$ cat src/rtl/game_pkg.sv
// Shared game types: player ids, board coordinates, bomb slot record,
// movement directions, and the fuse-step helper used by the bomb scheduler.
package game_pkg;

    typedef enum logic {
        P1 = 1'b0,
        P2 = 1'b1
    } player_t;

    typedef logic [7:0] coord_t;
    typedef logic [1:0] power_t;
    typedef logic [3:0] fuse_t;

    typedef struct packed {
        logic    valid;
        logic    expired;
        player_t owner;
        coord_t  coord;
        power_t  power;
        fuse_t   fuse;
    } slot_t;

    typedef enum logic [2:0] {
        UP    = 3'd0,
        DOWN  = 3'd1,
        LEFT  = 3'd2,
        RIGHT = 3'd3,
        STOP  = 3'd4
    } dir_t;

    typedef enum logic {
        EXP_IDLE    = 1'b0,
        EXP_PRESENT = 1'b1
    } exp_state_t;

    // One fuse step: count down and flag expiry when the fuse leaves 1.
    function automatic slot_t slot_tick(input slot_t s);
        slot_t r;
        r = s;
        if (s.fuse != 4'd0) begin
            r.fuse = s.fuse - 4'd1;
        end else begin
            r.fuse = 4'd0;
        end
        if (s.fuse <= 4'd1) begin
            r.expired = 1'b1;
        end else begin
            r.expired = s.expired;
        end
        return r;
    endfunction

endpackage

$ cat src/rtl/bomb_slot_finder.sv
// Combinational lowest-index search over a request vector.
module bomb_slot_finder #(
    parameter int N = 8,
    parameter int W = 3
) (
    input  logic [N-1:0] req,
    output logic         found,
    output logic [W-1:0] idx
);

    // Scan from the top down so the last hit written is the lowest index.
    always_comb begin
        found = 1'b0;
        idx   = '0;
        for (int i = N - 1; i >= 0; i--) begin
            found = found | req[i];
            if (req[i]) begin
                idx = W'(i);
            end else begin
                idx = idx;
            end
        end
    end

endmodule

$ cat src/rtl/bomb_scheduler.sv
// Shared bomb slot table: captures placement requests from both players,
// arbitrates them into free slots, counts fuses down on the game tick and
// hands expired bombs one at a time to the explosion block.
module bomb_scheduler
    import game_pkg::*;
#(
    parameter int NUM_SLOTS  = 8,
    parameter int FUSE_TICKS = 3,
    parameter int SLOT_W     = 3
) (
    input  logic       clk,
    input  logic       rst,
    input  logic       tick,
    input  logic       p1_set_bomb,
    input  logic [7:0] p1_coordinate,
    input  logic [1:0] p1_power,
    input  logic       p2_set_bomb,
    input  logic [7:0] p2_coordinate,
    input  logic [1:0] p2_power,
    input  logic [2:0] bomb_max_1,
    input  logic [2:0] bomb_max_2,
    input  logic       det_valid,
    input  logic [7:0] det_coord,
    output logic [2:0] bomb_num_1,
    output logic [2:0] bomb_num_2,
    output logic       explode_valid,
    input  logic       explode_ready,
    output logic [7:0] explode_coord,
    output logic [1:0] explode_power,
    output logic       explode_owner
);

    slot_t               slots_r     [NUM_SLOTS];
    slot_t               slots_nxt_s [NUM_SLOTS];
    logic [NUM_SLOTS-1:0] free_vec_s;
    logic [NUM_SLOTS-1:0] exp_vec_s;
    logic [NUM_SLOTS-1:0] match_vec_s;

    logic                free_found_s;
    logic [SLOT_W-1:0]   free_idx_s;
    logic                exp_found_s;
    logic [SLOT_W-1:0]   exp_sel_idx_s;

    logic   [1:0]        pend_valid_r;
    coord_t              pend_coord_r [2];
    power_t              pend_power_r [2];
    logic   [1:0]        set_s;
    coord_t              set_coord_s  [2];
    power_t              set_power_s  [2];
    player_t             rr_r;

    logic                contested_s;
    logic                gnt_any_s;
    player_t             gnt_player_s;
    coord_t              gnt_coord_s;
    power_t              gnt_power_s;
    logic   [2:0]        gnt_count_s;
    logic   [2:0]        gnt_max_s;
    logic                hit_s;
    logic                limit_s;
    logic                insert_s;
    logic                retire_s;

    logic   [2:0]        num_1_r;
    logic   [2:0]        num_2_r;
    logic   [2:0]        num_1_nxt_s;
    logic   [2:0]        num_2_nxt_s;

    exp_state_t          state_r;
    exp_state_t          state_nxt_s;
    logic                load_s;
    logic                free_s;
    logic                exp_valid_r;
    coord_t              exp_coord_r;
    power_t              exp_power_r;
    player_t             exp_owner_r;
    logic [SLOT_W-1:0]   exp_idx_r;

    assign set_s[0]       = p1_set_bomb;
    assign set_s[1]       = p2_set_bomb;
    assign set_coord_s[0] = p1_coordinate;
    assign set_coord_s[1] = p2_coordinate;
    assign set_power_s[0] = p1_power;
    assign set_power_s[1] = p2_power;

    // Per-slot status vectors feeding the finders and the duplicate check.
    always_comb begin
        for (int i = 0; i < NUM_SLOTS; i++) begin
            free_vec_s[i]  = ~slots_r[i].valid;
            exp_vec_s[i]   = slots_r[i].valid & slots_r[i].expired;
            match_vec_s[i] = slots_r[i].valid & (slots_r[i].coord == gnt_coord_s);
        end
    end

    bomb_slot_finder #(.N(NUM_SLOTS), .W(SLOT_W)) u_free_finder (
        .req   (free_vec_s),
        .found (free_found_s),
        .idx   (free_idx_s)
    );

    bomb_slot_finder #(.N(NUM_SLOTS), .W(SLOT_W)) u_exp_finder (
        .req   (exp_vec_s),
        .found (exp_found_s),
        .idx   (exp_sel_idx_s)
    );

    // Pick which pending request is evaluated this cycle.
    always_comb begin
        contested_s = pend_valid_r[0] & pend_valid_r[1];
        gnt_any_s   = pend_valid_r[0] | pend_valid_r[1];
        if (contested_s) begin
            gnt_player_s = rr_r;
        end else if (pend_valid_r[1]) begin
            gnt_player_s = P2;
        end else begin
            gnt_player_s = P1;
        end
        if (gnt_player_s == P2) begin
            gnt_coord_s = pend_coord_r[1];
            gnt_power_s = pend_power_r[1];
            gnt_count_s = num_2_r;
            gnt_max_s   = bomb_max_2;
        end else begin
            gnt_coord_s = pend_coord_r[0];
            gnt_power_s = pend_power_r[0];
            gnt_count_s = num_1_r;
            gnt_max_s   = bomb_max_1;
        end
    end

    // Evaluate the granted request: duplicate, over limit, table full or insert.
    always_comb begin
        hit_s    = |match_vec_s;
        limit_s  = (gnt_count_s >= gnt_max_s);
        insert_s = gnt_any_s & ~hit_s & ~limit_s & free_found_s;
        // A dropped or inserted request leaves pending; a full table keeps it.
        retire_s = gnt_any_s & (hit_s | limit_s | free_found_s);
    end

    // Explosion FSM next-state logic.
    always_comb begin
        case (state_r)
            EXP_IDLE: begin
                if (exp_found_s) begin
                    state_nxt_s = EXP_PRESENT;
                end else begin
                    state_nxt_s = EXP_IDLE;
                end
            end
            EXP_PRESENT: begin
                if (free_s) begin
                    state_nxt_s = EXP_IDLE;
                end else begin
                    state_nxt_s = EXP_PRESENT;
                end
            end
            default: state_nxt_s = EXP_IDLE;
        endcase
    end

    // Explosion FSM control outputs: latch a new bomb or retire the presented one.
    always_comb begin
        case (state_r)
            EXP_IDLE: begin
                load_s = exp_found_s;
                free_s = 1'b0;
            end
            EXP_PRESENT: begin
                load_s = 1'b0;
                free_s = exp_valid_r & explode_ready;
            end
            default: begin
                load_s = 1'b0;
                free_s = 1'b0;
            end
        endcase
    end

    // Next slot contents: free, insert, force-detonate, or fuse step.
    always_comb begin
        for (int i = 0; i < NUM_SLOTS; i++) begin
            slots_nxt_s[i] = slots_r[i];
            if (free_s && (exp_idx_r == SLOT_W'(i))) begin
                slots_nxt_s[i] = '0;
            end else if (insert_s && (free_idx_s == SLOT_W'(i))) begin
                slots_nxt_s[i].valid   = 1'b1;
                slots_nxt_s[i].expired = 1'b0;
                slots_nxt_s[i].owner   = gnt_player_s;
                slots_nxt_s[i].coord   = gnt_coord_s;
                slots_nxt_s[i].power   = gnt_power_s;
                slots_nxt_s[i].fuse    = fuse_t'(FUSE_TICKS);
            end else if (det_valid && slots_r[i].valid && !slots_r[i].expired &&
                         (slots_r[i].coord == det_coord)) begin
                slots_nxt_s[i].expired = 1'b1;
                slots_nxt_s[i].fuse    = 4'd0;
            end else if (tick && slots_r[i].valid && !slots_r[i].expired) begin
                slots_nxt_s[i] = slot_tick(slots_r[i]);
            end else begin
                slots_nxt_s[i] = slots_r[i];
            end
        end
    end

    // Per-owner live counts; an insert and a free for the same owner cancel.
    always_comb begin
        case ({insert_s & (gnt_player_s == P1), free_s & (exp_owner_r == P1)})
            2'b10:   num_1_nxt_s = num_1_r + 3'd1;
            2'b01:   num_1_nxt_s = num_1_r - 3'd1;
            default: num_1_nxt_s = num_1_r;
        endcase
        case ({insert_s & (gnt_player_s == P2), free_s & (exp_owner_r == P2)})
            2'b10:   num_2_nxt_s = num_2_r + 3'd1;
            2'b01:   num_2_nxt_s = num_2_r - 3'd1;
            default: num_2_nxt_s = num_2_r;
        endcase
    end

    // Slot table and live-count registers.
    always_ff @(posedge clk or negedge rst) begin
        if (!rst) begin
            for (int i = 0; i < NUM_SLOTS; i++) begin
                slots_r[i] <= '0;
            end
            num_1_r <= 3'd0;
            num_2_r <= 3'd0;
        end else begin
            for (int i = 0; i < NUM_SLOTS; i++) begin
                slots_r[i] <= slots_nxt_s[i];
            end
            num_1_r <= num_1_nxt_s;
            num_2_r <= num_2_nxt_s;
        end
    end

    // Pending request capture and the round-robin pointer, which only moves
    // when both players were competing for the same evaluation slot.
    always_ff @(posedge clk or negedge rst) begin
        if (!rst) begin
            pend_valid_r <= 2'b00;
            for (int p = 0; p < 2; p++) begin
                pend_coord_r[p] <= 8'h00;
                pend_power_r[p] <= 2'd0;
            end
            rr_r <= P1;
        end else begin
            for (int p = 0; p < 2; p++) begin
                if (!pend_valid_r[p]) begin
                    if (set_s[p]) begin
                        pend_valid_r[p] <= 1'b1;
                        pend_coord_r[p] <= set_coord_s[p];
                        pend_power_r[p] <= set_power_s[p];
                    end
                end else if (retire_s && (int'(gnt_player_s) == p)) begin
                    pend_valid_r[p] <= 1'b0;
                end
            end
            if (retire_s && contested_s) begin
                rr_r <= (rr_r == P1) ? P2 : P1;
            end
        end
    end

    // Explosion FSM state register.
    always_ff @(posedge clk or negedge rst) begin
        if (!rst) begin
            state_r <= EXP_IDLE;
        end else begin
            state_r <= state_nxt_s;
        end
    end

    // Presented-bomb registers, held stable until the consumer accepts.
    always_ff @(posedge clk or negedge rst) begin
        if (!rst) begin
            exp_valid_r <= 1'b0;
            exp_coord_r <= 8'h00;
            exp_power_r <= 2'd0;
            exp_owner_r <= P1;
            exp_idx_r   <= '0;
        end else if (load_s) begin
            exp_valid_r <= 1'b1;
            exp_coord_r <= slots_r[exp_sel_idx_s].coord;
            exp_power_r <= slots_r[exp_sel_idx_s].power;
            exp_owner_r <= slots_r[exp_sel_idx_s].owner;
            exp_idx_r   <= exp_sel_idx_s;
        end else if (free_s) begin
            exp_valid_r <= 1'b0;
        end
    end

    assign bomb_num_1    = num_1_r;
    assign bomb_num_2    = num_2_r;
    assign explode_valid = exp_valid_r;
    assign explode_coord = exp_coord_r;
    assign explode_power = exp_power_r;
    assign explode_owner = exp_owner_r;

endmodule

$ cat config.mk
export PLATFORM = sky130hd
export DESIGN_NAME = bomb_scheduler
export DESIGN_NICKNAME = d
export VERILOG_FILES = /design/src/rtl/game_pkg.sv /design/src/rtl/bomb_slot_finder.sv /design/src/rtl/bomb_scheduler.sv
export SDC_FILE = /design/constraint.sdc
export NUM_CORES = 1
export LEC_CHECK = 0
export ABC_CLOCK_PERIOD_IN_PS = 7300
export BUFFER_PORTS_ARGS = -buffer_cell sky130_fd_sc_hd__buf_2
export CELL_PAD_IN_SITES_DETAIL_PLACEMENT = 0
export CELL_PAD_IN_SITES_GLOBAL_PLACEMENT = 1
export CORE_AREA = 2 2 123 184
export DETAILED_ROUTE_END_ITERATION = 8
export DIE_AREA = 0 0 125 186
export PLACE_DENSITY = 0.88
export SETUP_SLACK_MARGIN = 0.2
export SLEW_MARGIN = 5
export SYNTH_ARGS = -nofsm -noshare
export SYNTH_HDL_FRONTEND = slang
export SYNTH_SLANG_ARGS = --single-unit
export TNS_END_PERCENT = 30
$ cat constraint.sdc
create_clock -name clk -period 7.3 [get_ports clk]
set_clock_uncertainty 0.15 [all_clocks]
set_input_delay 0.73 -clock clk [delete_from_list [all_inputs] [get_ports clk]]
set_output_delay 0.73 -clock clk [all_outputs]
set_load 0.02 [all_outputs]
# [Word level (Yosys, flattened, before mapping)]
# Index checks and enable logic that the tools add are counted.
[word_totals] reg_bits=181 input_bits=41 out_inout_bits=18 wordCells=406
[op_classes] addsub=12 magnitude_cmp=10 eq_ne=34 n_mux=113 bitwise=60 n_reduce_logical=115
[ops] cell="$mux W17" n=16
[ops] cell="$eq A8 B8 Y1" n=16
[ops] cell="$mux W16" n=8
[ops] cell="$reduce_bool A4 Y1" n=24
[ops] cell="$mux W11" n=8
[ops] cell="$mux W4" n=16
[ops] cell="$logic_and A1 B1 Y1" n=59
[ops] cell="$mux W3" n=18
[ops] cell="$bmux W17 S3" n=1
[ops] cell="$mux W1" n=37
[ops] cell="$le A4 B1 Y1 const B" n=8
[ops] cell="$sub A4 B1 Y4 const B" n=8
[ops] cell="$mux W15" n=2
[ops] cell="$and A1 B1 Y1" n=26
[ops] cell="$eq A3 B3 Y1 const B" n=8
[ops] cell="$reduce_bool A2 Y1" n=11
[ops] cell="$reduce_and A2 Y1" n=10
[ops] cell="$or A1 B1 Y1" n=17
[ops] cell="$not A1 Y1" n=16
[ops] cell="$eq A3 B2 Y1 const B" n=4
[ops] cell="$pmux W3 S2" n=2
[ops] cell="$logic_not A1 Y1" n=8
[ops] cell="$mux W8" n=1
[ops] cell="$reduce_or A8 Y1" n=1
[ops] cell="11 further kinds" n=19

# [Logic depth before layout (Yosys ltp)]
# Gate-level depths: netlist of run 1.
[logic_depth] depth_word=13 mapped_depth=23 ltp_nobuf=17

# [Hierarchy]
# From an unflattened synthesis of run 1, not the netlist that was laid out.
[unflattened] hier_cells=1214 area_unflattened_um2=11378.4
[modules_own_cells] mod="bomb_scheduler" n_inst=1 cells_each=1188 area_each_um2=11218.3
[modules_own_cells] mod="bomb_slot_finder" n_inst=2 cells_each=13 area_each_um2=80.1

# [Least setup slack after synthesis of run 1]
# No wires, ideal clock.
[synth_path] path_type="flip-flop to flip-flop" start="reg rr_r" end="reg num_2_r[2], in the netlist bomb_num_2[2]" setup_time_ps=131 arrival_ps=4265 t_required_ps=7019 path_slack_ps=2754 stages_incl_launch_ff=21 path_buffers=4 path_cell_list="dfrtp_1 > nand2b_1 > nand2_1 > clkbuf_1 > buf_1 > mux2i_1 > ha_1 > nand2b_1 > a21o_1 > a21oi_1 > o211ai_1 > a311o_1 > buf_6 > nor2_1 > buf_2 > nand4_1 > ha_1 > fa_1 > xnor2_1 > nor2_1 > xor2_1"
[synth_via] elab_chain_cells=12
[synth_lines] item="start: declaration" line="bomb_scheduler.sv:50" source="player_t rr_r;"
[synth_lines] item="start signal: assignment" line="bomb_scheduler.sv:258" source="rr_r <= (rr_r == P1) ? P2 : P1;"
[synth_lines] item="$mux W1 *" line="bomb_scheduler.sv:111" source="if (contested_s) begin"
[synth_lines] item="$mux W8" line="bomb_scheduler.sv:118" source="if (gnt_player_s == P2) begin"
[synth_lines] item="$eq A8 B8 Y1" line="bomb_scheduler.sv:91" source="match_vec_s[i] = slots_r[i].valid & (slots_r[i].coord == gnt_coord_s);"
[synth_lines] item="$and A1 B1 Y1" line="bomb_scheduler.sv:91"
[synth_lines] item="$reduce_or A8 Y1" line="bomb_scheduler.sv:133" source="hit_s = |match_vec_s;"
[synth_lines] item="$not A1 Y1" line="bomb_scheduler.sv:135" source="insert_s = gnt_any_s & ~hit_s & ~limit_s & free_found_s;"
[synth_lines] item="$and A1 B1 Y1 (3 in series)" line="bomb_scheduler.sv:135"
[synth_lines] item="$and A1 B1 Y1 *" line="bomb_scheduler.sv:211" source="case ({insert_s & (gnt_player_s == P2), free_s & (exp_owner_r == P2)})"
[synth_lines] item="$eq A2 B1 Y1 or $eq A2 B2 Y1 (tied branches)" line="bomb_scheduler.sv:211"
[synth_lines] item="$pmux W3 S2 or $reduce_bool A2 Y1 (tied branches)"
[synth_lines] item="end signal: assignment" line="bomb_scheduler.sv:231" source="num_2_r <= num_2_nxt_s;"
[synth_lines] item="end: declaration" line="bomb_scheduler.sv:65" source="logic [2:0] num_2_r;"
# Every way passes the cells marked *; elsewhere a longest branch is shown, timed or not.
# A chain may end at the register's enable or synchronous reset.

# [Final worst setup path of run 1]
[layout_path] start="reg pend_valid_r[1]" end="reg num_1_r[2], in the netlist bomb_num_1[2]"
[layout_via] elab_chain_cells=13
[layout_lines] item="start: declaration" line="bomb_scheduler.sv:44" source="logic [1:0] pend_valid_r;"
[layout_lines] item="start signal: assignment" line="bomb_scheduler.sv:239" source="pend_valid_r <= 2'b00;"
[layout_lines] item="start signal: indexed assignment" line="bomb_scheduler.sv:249" source="pend_valid_r[p] <= 1'b1;"
[layout_lines] item="start signal: indexed assignment" line="bomb_scheduler.sv:254" source="pend_valid_r[p] <= 1'b0;"
[layout_lines] item="$mux W1 or $and A1 B1 Y1 (tied branches)" line="bomb_scheduler.sv:113, bomb_scheduler.sv:109"
[layout_lines] item="$mux W1" line="bomb_scheduler.sv:111"
[layout_lines] item="$mux W8" line="bomb_scheduler.sv:118"
[layout_lines] item="$eq A8 B8 Y1" line="bomb_scheduler.sv:91"
[layout_lines] item="$and A1 B1 Y1" line="bomb_scheduler.sv:91"
[layout_lines] item="$reduce_or A8 Y1" line="bomb_scheduler.sv:133"
[layout_lines] item="$not A1 Y1" line="bomb_scheduler.sv:135"
[layout_lines] item="$and A1 B1 Y1 (3 in series)" line="bomb_scheduler.sv:135"
[layout_lines] item="$and A1 B1 Y1 *" line="bomb_scheduler.sv:206" source="case ({insert_s & (gnt_player_s == P1), free_s & (exp_owner_r == P1)})"
[layout_lines] item="$eq A2 B1 Y1 or $eq A2 B2 Y1 (tied branches)" line="bomb_scheduler.sv:206"
[layout_lines] item="$pmux W3 S2 or $reduce_bool A2 Y1 (tied branches)"
[layout_lines] item="end signal: assignment" line="bomb_scheduler.sv:230" source="num_1_r <= num_1_nxt_s;"
[layout_lines] item="end: declaration" line="bomb_scheduler.sv:64" source="logic [2:0] num_1_r;"
# Marks and branches as above.

==> results.cfg, run 1 <==
[worst_setup_path]
max_stage_delay_ns = 0.94
critPathSlowestCell = nor2_1
end_kind = register
path_class = register to register
path_max_fanout = 19
worstSetupStartpointType = register
cp_common_cell = nor2_1
cp.required_ns = 7.52
worstPathArrival_ns = 5.92
cp_cell_sequence = inv_2 -> nor2_4 -> buf_4 -> mux2i_1 -> a221oi_1 -> a311o_1 -> nor2_1 -> nand4_1 -> ha_1 -> fa_1 -> xnor2_1 -> nor2_1 -> xor2_1

[floorplanning]
rows = 66
start_util_pct = 52.2
die_w_microns = 125
die_area_sq_mm = 0.0233
die_h_microns = 186
design.core.area_sq_mm = 0.0216
ios = 59

[grt]
grtUsageTotal_pct = 34.6
grt_max_degree = 88
grt_antenna_before_repair = 1
grt-ovfl-total = 0
grt_pass1_wl_microns = 59900
grt_pass1_vias = 9590

[sta]
hold_violations = 0
relSlewSlack_pct = 20.5
fmax_ghz = 0.175
setup_viol = 0
timing.final.crit_share_pct = 78.1
worst_slew_pin_slew_ns = 1.19
setup_slack_ns = 1.60
drv_slew = 0
period_minus_slack_ns = 5.70
rsz0062_at_grt = no
fin_setup_tns_ns = 0

[clock_tree]
postCtsSetupBuffers = 0
ctsResizeCount = 0
htree_levels = 4
cts-root-buf = clkbuf_16
clk_latency_ns = 0.46
cts_buffers = 17
clock_path_buffers = 2
cts_tree = built
clk_pin_slew_worst_paths_ns = 0.07
clock_sinks = 181
hold_buffers = 0

[routing]
vias_per_cell = 6.70
drt-initial-drc-count = 1278
first_pass_iters = 9
vias = 9922
wl_microns = 39200
drc = 0
routedWlPerCell_microns = 26.4
ant_nets = 0

[power_and_ir_drop]
power_mw = 6.74
ir_worst_vdd_mv = 0.293
combPwrFrac_pct = 51.8
switchingPower_mw = 3.39
pwr-share-clk_pct = 14.1
power_density_mw_per_mm2 = 549
pwr-share-seq_pct = 34.1
p_leak_nw = 5.22
internal_power_mw = 3.36
netSwitchingFraction_pct = 50.2

[finish]
layout.cells.non_filler = 1482
fin_area_sq_mm = 0.0123
layout_common_cells = 181 x dfrtp_1, 137 x nor2_1, 103 x nand2_1
drive_gt1_share_pct = 15.0
antennaDiodeCount = 0
syn2layout_area_growth_pct = 8.73
final_common_cell = dfrtp_1
fillers = 1991
nets = 1245

[status]
status = finished, final reports clean

[synthesis]
synthTopCellsByArea = dfrtp_1 40%, xnor2_1 5.3%, xor2_1 4.6%
synth_cell_types = 80
async_flop_share_pct = 100
syn_inst = 1179
synth_fp_nets = 1227
yosysTopAreaCell = dfrtp_1
synth_top_area_share_pct = 40.1
synth_ff_type = dfrtp_1
synth-seq-cells = 181
synth-seq-area-share_pct = 40.1
synth_edf_count = 0
synth_area_sq_mm = 0.0113
synth_area_per_cell_sq_um = 9.59
yosysWarnings = 0

[placement]
routabilityCongestion = 1.05
numPortBuffers = 58
place_ws_ns = 1.76
dp_hpwl_microns = 28600
dpl_cell_area_sq_mm = 0.0117
dp_cells = 1450

[job]
maxCapViolCount = 0

[min_path]
hp-class = input port to async pin
-- metrics by stage --
| stage | util, % | hold slack [ns] |
|---|---|---|
| 2_1_floorplan | - | 0.284 |
| 3_3_place_gp | 54.0 | 0.296 |
| 3_5_place_dp | 54.0 | 0.301 |
| 4_1_cts | 56.8 | 0.195 |
| 5_1_grt | 56.8 | 0.221 |
| 6_report | 56.8 | 0.154 |
-- cells in the mapped netlist, types with 21 or more instances --
cell type  count
xor2_1        60
buf_2         21
mux4_2        22
a211oi_1      49
a21oi_1       39
o21ai_0       45
nand4_1       24
nor3_1        24
clkbuf_1      36
inv_1         35
mux2i_1       41
dfrtp_1      181
nor2_1       137
xnor2_1       69
nand2_1      103
-- final timing paths --
check / endpoint / cells after the start / slack, ns / startpoint
max in group asynchronous: bomb_num_1[1] / 2 / 5.67 / rst
min in group clk: explode_coord[6] / 2 / 0.31 / explode_coord[6]
worst max-delay path: bomb_num_1[2] / 13 / 1.60 / pend_valid_r[1]
worst min register to register: explode_coord[6] / 2 / 0.31 / explode_coord[6]
worst max register to register: bomb_num_1[2] / 13 / 1.60 / pend_valid_r[1]
worst min-delay path: slots_r[36] / 1 / 0.15 / rst
-- metal layers --
layer,vias to the layer above,routed length (microns),track usage (%)
met5,-,0,0
met1,4828,14300,41.3
li1,4305,-,-
met3,204,3150,6.84
met2,585,18300,56.5
met4,0,3350,23.9
-- cell type report --
| cell class | instances | area [sq um] | share of cell area, % |
|---|---|---|---|
| multi-input cells | 883 | 6250 | 50.8 |
| flip-flops and latches | 181 | 4530 | 36.8 |
| clock buffers | 18 | 439 | 3.57 |
| repair buffers | 76 | 434 | 3.53 |
| well taps | 272 | 340 | 2.77 |
| clock inverters | 14 | 159 | 1.29 |
| inverters | 38 | 143 | 1.16 |
-- state kept, by name, indices dropped and copies added (netlist names) --
name           flops
pend_power_r       4
pend_valid_r       2
slots_r          136
state_r            1
bomb_num_2         3
exp_idx_r          3
explode_power      2
explode_valid      1
explode_owner      1
explode_coord      8
rr_r               1
pend_coord_r      16
bomb_num_1         3
-- logic make-up after synthesis --
logic type               count (synthesis)  share of synthesized area (%)
AND/OR/NAND/NOR                        398                           17.6
multiplexers                            80                           9.74
AO/OA/AOI/OAI                          269                           16.9
adder cells (fa/ha/maj)                  7                          0.908
XOR/XNOR                               129                           9.99
flip-flops                             181                           40.1
buffers and inverters                  115                           4.75
-- worst max-delay path: cells and delay by family (launching register included) --
kind | cells | cell delay (ns)
and+or+nand+nor | 4 | 1.71
DFF | 1 | 0.77
AOI/OAI and AO/OA | 2 | 0.77
adders and majority gates | 2 | 0.70
muxes | 1 | 0.63
buffers and inverters | 2 | 0.59
xor gates and xnor gates | 2 | 0.29
-- power groups by stage --
stage                     logic [mW]  registers, mW  clock network (mW)
after floorplan                 2.75           1.83                   0
after global placement          3.35           2.26                   0
after detailed placement        3.41           2.27                   0
after CTS                       3.43           2.25               0.963
after global routing            3.76           2.32                1.00
final                           3.49           2.30               0.951
(Power assumes the default switching activity.)
==> run 2: changes to the inputs <==
--- a/config.mk
+++ b/config.mk
@@ -5,14 +5,14 @@
 export SDC_FILE = /design/constraint.sdc
 export NUM_CORES = 1
 export LEC_CHECK = 0
-export ABC_CLOCK_PERIOD_IN_PS = 7300
+export ABC_CLOCK_PERIOD_IN_PS = 5050
 export BUFFER_PORTS_ARGS = -buffer_cell sky130_fd_sc_hd__buf_2
 export CELL_PAD_IN_SITES_DETAIL_PLACEMENT = 0
 export CELL_PAD_IN_SITES_GLOBAL_PLACEMENT = 1
-export CORE_AREA = 2 2 123 184
+export CORE_AREA = 2 2 134 202
 export DETAILED_ROUTE_END_ITERATION = 8
-export DIE_AREA = 0 0 125 186
-export PLACE_DENSITY = 0.88
+export DIE_AREA = 0 0 136 204
+export PLACE_DENSITY = 0.78
 export SETUP_SLACK_MARGIN = 0.2
 export SLEW_MARGIN = 5
 export SYNTH_ARGS = -nofsm -noshare
==> constraint.sdc (replaced) <==
create_clock -name clk -period 5.05 [get_ports clk]
set_clock_uncertainty 0.15 [all_clocks]
set_input_delay 0.505 -clock clk [delete_from_list [all_inputs] [get_ports clk]]
set_output_delay 0.505 -clock clk [all_outputs]
set_load 0.02 [all_outputs]
==> results.cfg, run 2 (synthesis gave the netlist of run 1 again) <==
[status]
status = finished, final reports clean

[finish]
layout_common_cells = 181 x dfrtp_1, 136 x nor2_1, 103 x nand2_1
final_common_cell = dfrtp_1
fin_util_pct = 47.9
syn2layout_area_growth_pct = 10.6
largest_register_ffs = 136
nets = 1259
drive_gt1_share_pct = 15.9
regMostFlops = slots_r
antennaDiodeCount = 0
fin_area_sq_mm = 0.0125
fillers = 2550

[power_and_ir_drop]
power_density_mw_per_mm2 = 795
ir_worst_vdd_mv = 0.374
pwr-share-seq_pct = 33.1
internal_power_mw = 4.93
switchingPower_mw = 5.01
p_leak_nw = 5.30
netSwitchingFraction_pct = 50.4
pwr-share-clk_pct = 13.6
combPwrFrac_pct = 53.2

[sta]
fin_setup_tns_ns = 0
fmax_ghz = 0.229
hold_violations = 0
drv_slew = 0
setup_viol = 0
timing.final.crit_share_pct = 86.3
worst_slew_pin_slew_ns = 1.20
period_minus_slack_ns = 4.36
rsz0062_at_grt = no
setup_slack_ns = 0.691
relSlewSlack_pct = 20.2
hold_ws_ns = 0.0855

[floorplanning]
die_area_sq_mm = 0.0277
die_w_microns = 136
die_h_microns = 204
design.core.area_sq_mm = 0.0261
ios = 59
rows = 73
start_util_pct = 43.3

[clock_tree]
postCtsSetupBuffers = 0
clk_latency_ns = 0.47
clock_sinks = 181
cts-root-buf = clkbuf_16
htree_levels = 4
ctsResizeCount = 0
clk_pin_slew_worst_paths_ns = 0.08
cts_tree = built
clock_path_buffers = 2
cts_buffers = 17

[routing]
drt-initial-drc-count = 896
routedWlPerCell_microns = 26.6
vias_per_cell = 6.34
ant_nets = 0
wl_microns = 41500
route.met2.wl_microns = 19900
first_pass_iters = 7
vias = 9903
drc = 0
dr_wl_met3_microns = 2630
drt-met1-wl_microns = 15900
highest_layer = met4

[worst_setup_path]
cp_cell_sequence = and2b_4 -> nor2_4 -> buf_4 -> o22ai_1 -> o221ai_1 -> a221oi_1 -> a311o_1 -> buf_4 -> nor2_1 -> nand4_1 -> ha_1 -> fa_1 -> xnor2_1 -> nor2_1 -> xor2_1
max_stage_delay_ns = 0.45
path_max_fanout = 36
cp_top_family = simple AND/OR/NAND/NOR gates
worstPathArrival_ns = 4.60
critPathSlowestCell = buf_4
worstSetupStartpointType = register
cp.required_ns = 5.29
path_buf_inv = 2
end_kind = register
path_class = register to register

[placement]
dp_hpwl_microns = 30400
numPortBuffers = 58
routabilityCongestion = 1.02
place_ws_ns = 0.773
dpl_cell_area_sq_mm = 0.0119

[job]
maxCapViolCount = 0

[min_path]
hp-class = input port to register

[grt]
grt-ovfl-total = 0
grt_max_degree = 112
grt_antenna_before_repair = 0
grt_pass1_wl_microns = 62400
grt_pass1_vias = 9799
grtUsageTotal_pct = 30.9
-- run 2: power groups by stage --
| stage | Clock (mW) | Sequential (mW) | Combinational, mW |
|---|---|---|---|
| after floorplan | 0 | 2.64 | 3.97 |
| after global placement | 0 | 3.24 | 5.18 |
| after detailed placement | 0 | 3.25 | 5.21 |
| after CTS | 1.37 | 3.22 | 5.23 |
| after global routing | 1.43 | 3.32 | 5.70 |
| final | 1.35 | 3.29 | 5.29 |
-- run 2: cell type report --
type / count / area, sq um / share of cell area [%]
tap: 337 / 422 / 3.37
clock buffer: 19 / 453 / 3.62
clock inverter: 13 / 128 / 1.02
timing repair buffer: 90 / 579 / 4.63
inverter: 38 / 143 / 1.14
sequential: 181 / 4530 / 36.2
multi-input combinational: 883 / 6250 / 50.0
-- run 2: repair_timing --
item,CTS,global route
hold endpoints to repair,70,0
setup endpoints to repair,0,0
hold buffers,1,0
-- run 2: metal layers --
metal	up-vias	GRT usage [%]
met5	-	0
met4	0	19.6
met3	183	5.31
met2	523	50.6
met1	4858	37.4
li1	4339	-
-- run 2: final timing paths --
check	slack (ns)	start	end	depth (start not counted)
min in group asynchronous	0.44	rst	slots_r[64]	2
max in group asynchronous	3.28	rst	bomb_num_1[0]	3
hold reg to reg	0.32	explode_coord[3]	explode_coord[3]	2
hold / removal	0.09	p1_coordinate[3]	pend_coord_r[11]	3
setup / recovery	0.69	pend_valid_r[0]	bomb_num_1[2]	15
setup reg to reg	0.69	pend_valid_r[0]	bomb_num_1[2]	15
-- run 2: worst register-to-register path: stages, from the launching register on --
cell      delay, ns
dfrtp_1        0.44
and2b_4        0.27
nor2_4         0.16
buf_4          0.45
o22ai_1        0.32
o221ai_1       0.29
a221oi_1       0.08
a311o_1        0.34
buf_4          0.20
nor2_1         0.36
nand4_1        0.18
ha_1           0.27
fa_1           0.39
xnor2_1        0.13
nor2_1         0.11
xor2_1         0.16
-- run 2: through the flow --
step / power (mW) / cells
2_1_floorplan: 6.62 / 1179
3_3_place_gp: 8.42 / 1528
3_5_place_dp: 8.46 / 1528
4_1_cts: 9.82 / 1561
5_1_grt: 10.4 / 1561
6_report: 9.94 / 1561
==> run 3: changes to the inputs <==
--- a/config.mk
+++ b/config.mk
@@ -9,12 +9,12 @@
 export BUFFER_PORTS_ARGS = -buffer_cell sky130_fd_sc_hd__buf_2
 export CELL_PAD_IN_SITES_DETAIL_PLACEMENT = 0
 export CELL_PAD_IN_SITES_GLOBAL_PLACEMENT = 1
-export CORE_AREA = 2 2 134 202
+export CORE_AREA = 2 2 133 200
+export CTS_BUF_LIST = sky130_fd_sc_hd__clkbuf_4
 export DETAILED_ROUTE_END_ITERATION = 8
-export DIE_AREA = 0 0 136 204
-export PLACE_DENSITY = 0.78
+export DIE_AREA = 0 0 135 202
+export PLACE_DENSITY = 0.79
 export SETUP_SLACK_MARGIN = 0.2
-export SLEW_MARGIN = 5
 export SYNTH_ARGS = -nofsm -noshare
 export SYNTH_HDL_FRONTEND = slang
 export SYNTH_SLANG_ARGS = --single-unit
==> results.cfg, run 3 (synthesis gave the netlist of run 1 again) <==
[status]
status = finished, final reports clean

[sta]
rsz0062_at_grt = no
period_minus_slack_ns = 4.51
hold_violations = 0
fin_setup_tns_ns = 0
hold_ws_ns = 0.169
worst_slew_pin_slew_ns = 1.08
relSlewSlack_pct = 28.0
setup_viol = 0
drv_slew = 0
fmax_ghz = 0.222
timing.final.crit_share_pct = 89.3

[finish]
syn2layout_area_growth_pct = 10.1
fin_area_sq_mm = 0.0124
largest_register_ffs = 136
regMostFlops = slots_r
layout_common_cells = 181 x dfrtp_1, 135 x nor2_1, 103 x nand2_1
drive_gt1_share_pct = 16.0
nets = 1285
layout.cells.non_filler = 1584
final_common_cell = dfrtp_1

[power_and_ir_drop]
p_leak_nw = 5.27
power_mw = 9.45
power_density_mw_per_mm2 = 760
ir_worst_vdd_mv = 0.368

[worst_setup_path]
cp.required_ns = 5.51
end_kind = register
max_stage_delay_ns = 0.49
worstPathArrival_ns = 4.97
path_max_fanout = 16
cp_cell_sequence = and2b_4 -> nor2_4 -> nand2_1 -> nand2_1 -> ha_1 -> nand2b_1 -> a21o_1 -> a21oi_1 -> o211ai_1 -> a311o_1 -> nor2_1 -> buf_4 -> nand4_1 -> ha_1 -> fa_1 -> xnor2_1 -> nor2_1 -> xor2_1
path_class = register to register
path_buf_inv = 1
cp_top_family = simple AND/OR/NAND/NOR gates
critPathSlowestCell = dfrtp_1
worstSetupStartpointType = register

[grt]
grt-ovfl-total = 0
grt_max_degree = 93
grt_pass1_wl_microns = 63300
grt_antenna_before_repair = 1
grtUsageTotal_pct = 31.5
grt_pass1_vias = 10000

[routing]
vias_per_cell = 6.30
routedWlPerCell_microns = 26.0
wl_microns = 41200
first_pass_iters = 5
vias = 9975
ant_nets = 0
drt-initial-drc-count = 968
drc = 0

[clock_tree]
cts_tree = built
ctsResizeCount = 0
cts_buffers = 17
cts-root-buf = clkbuf_4
clock_path_buffers = 2
postCtsSetupBuffers = 0
htree_levels = 4
clk_pin_slew_worst_paths_ns = 0.20
hold_buffers = 23
clk_latency_ns = 0.69
clock_sinks = 181

[placement]
dp_hpwl_microns = 30300
dpl_cell_area_sq_mm = 0.0119
routabilityCongestion = 1.03
dp_cells = 1528
numPortBuffers = 58

[job]
maxCapViolCount = 0

[floorplanning]
start_util_pct = 44.2
die_area_sq_mm = 0.0273
design.core.area_sq_mm = 0.0256
rows = 72
ios = 59
die_h_microns = 202
die_w_microns = 135

[min_path]
hp-class = input port to register
==> run 3: tightest hold or removal path, delay by kind of cell <==
| kind | cells | cell delay, ns |
|---|---|---|
| AOI/OAI and AO/OA | 1 | 0.09 |
| and+or+nand+nor | 1 | 0.18 |
| buffers and inverters | 1 | 0.18 |
==> run 3: cell type report <==
type | count | area [sq um]
well taps | 333 | 417
flip-flops and latches | 181 | 4530
clock inverters | 15 | 160
fillers | 2466 | 13100
diodes | 1 | 2.50
multi-input cells | 883 | 6260
clock buffers | 17 | 128
inverters | 38 | 143
repair buffers | 116 | 805
==> run 3: where the power goes <==
| part | switching (mW) | internal, mW | total [mW] | leakage [nW] |
|---|---|---|---|---|
| logic | 3.14 | 2.23 | 5.37 | 2.86 |
| registers | 1.19 | 2.04 | 3.23 | 2.25 |
| clock network | 0.621 | 0.229 | 0.850 | 0.154 |
| total | 4.95 | 4.50 | 9.45 | 5.27 |
==> run 3: per-layer routing <==
metal	share of wire (%)	wire length, microns	global-route usage (%)
met4	7.5	3110	20.5
met1	37	15400	37.5
met5	0	0	0
met2	49	20000	51.9
met3	6.4	2650	5.52
==> run 3: path summary, 6_finish.rpt <==
check	start	end	slack (ns)	cells past startpoint
max in group asynchronous	rst	slots_r[132]	3.52	3
setup / recovery	pend_valid_r[0]	bomb_num_2[2]	0.54	18
setup reg to reg	pend_valid_r[0]	bomb_num_2[2]	0.54	18
hold / removal	det_valid	slots_r[15]	0.17	3
hold reg to reg	explode_coord[2]	explode_coord[2]	0.34	2
min in group asynchronous	rst	slots_r[35]	0.26	2
==> run 3: through the flow <==
| stage | setup WS (ns) | utilization, % |
|---|---|---|
| 3_3_place_gp | 0.671 | 46.6 |
| 3_5_place_dp | 0.596 | 46.6 |
| 5_1_grt | 0.241 | 48.6 |
| 2_1_floorplan | 0.504 | - |
| 4_1_cts | 0.530 | 48.6 |
| 6_report | 0.542 | 48.6 |
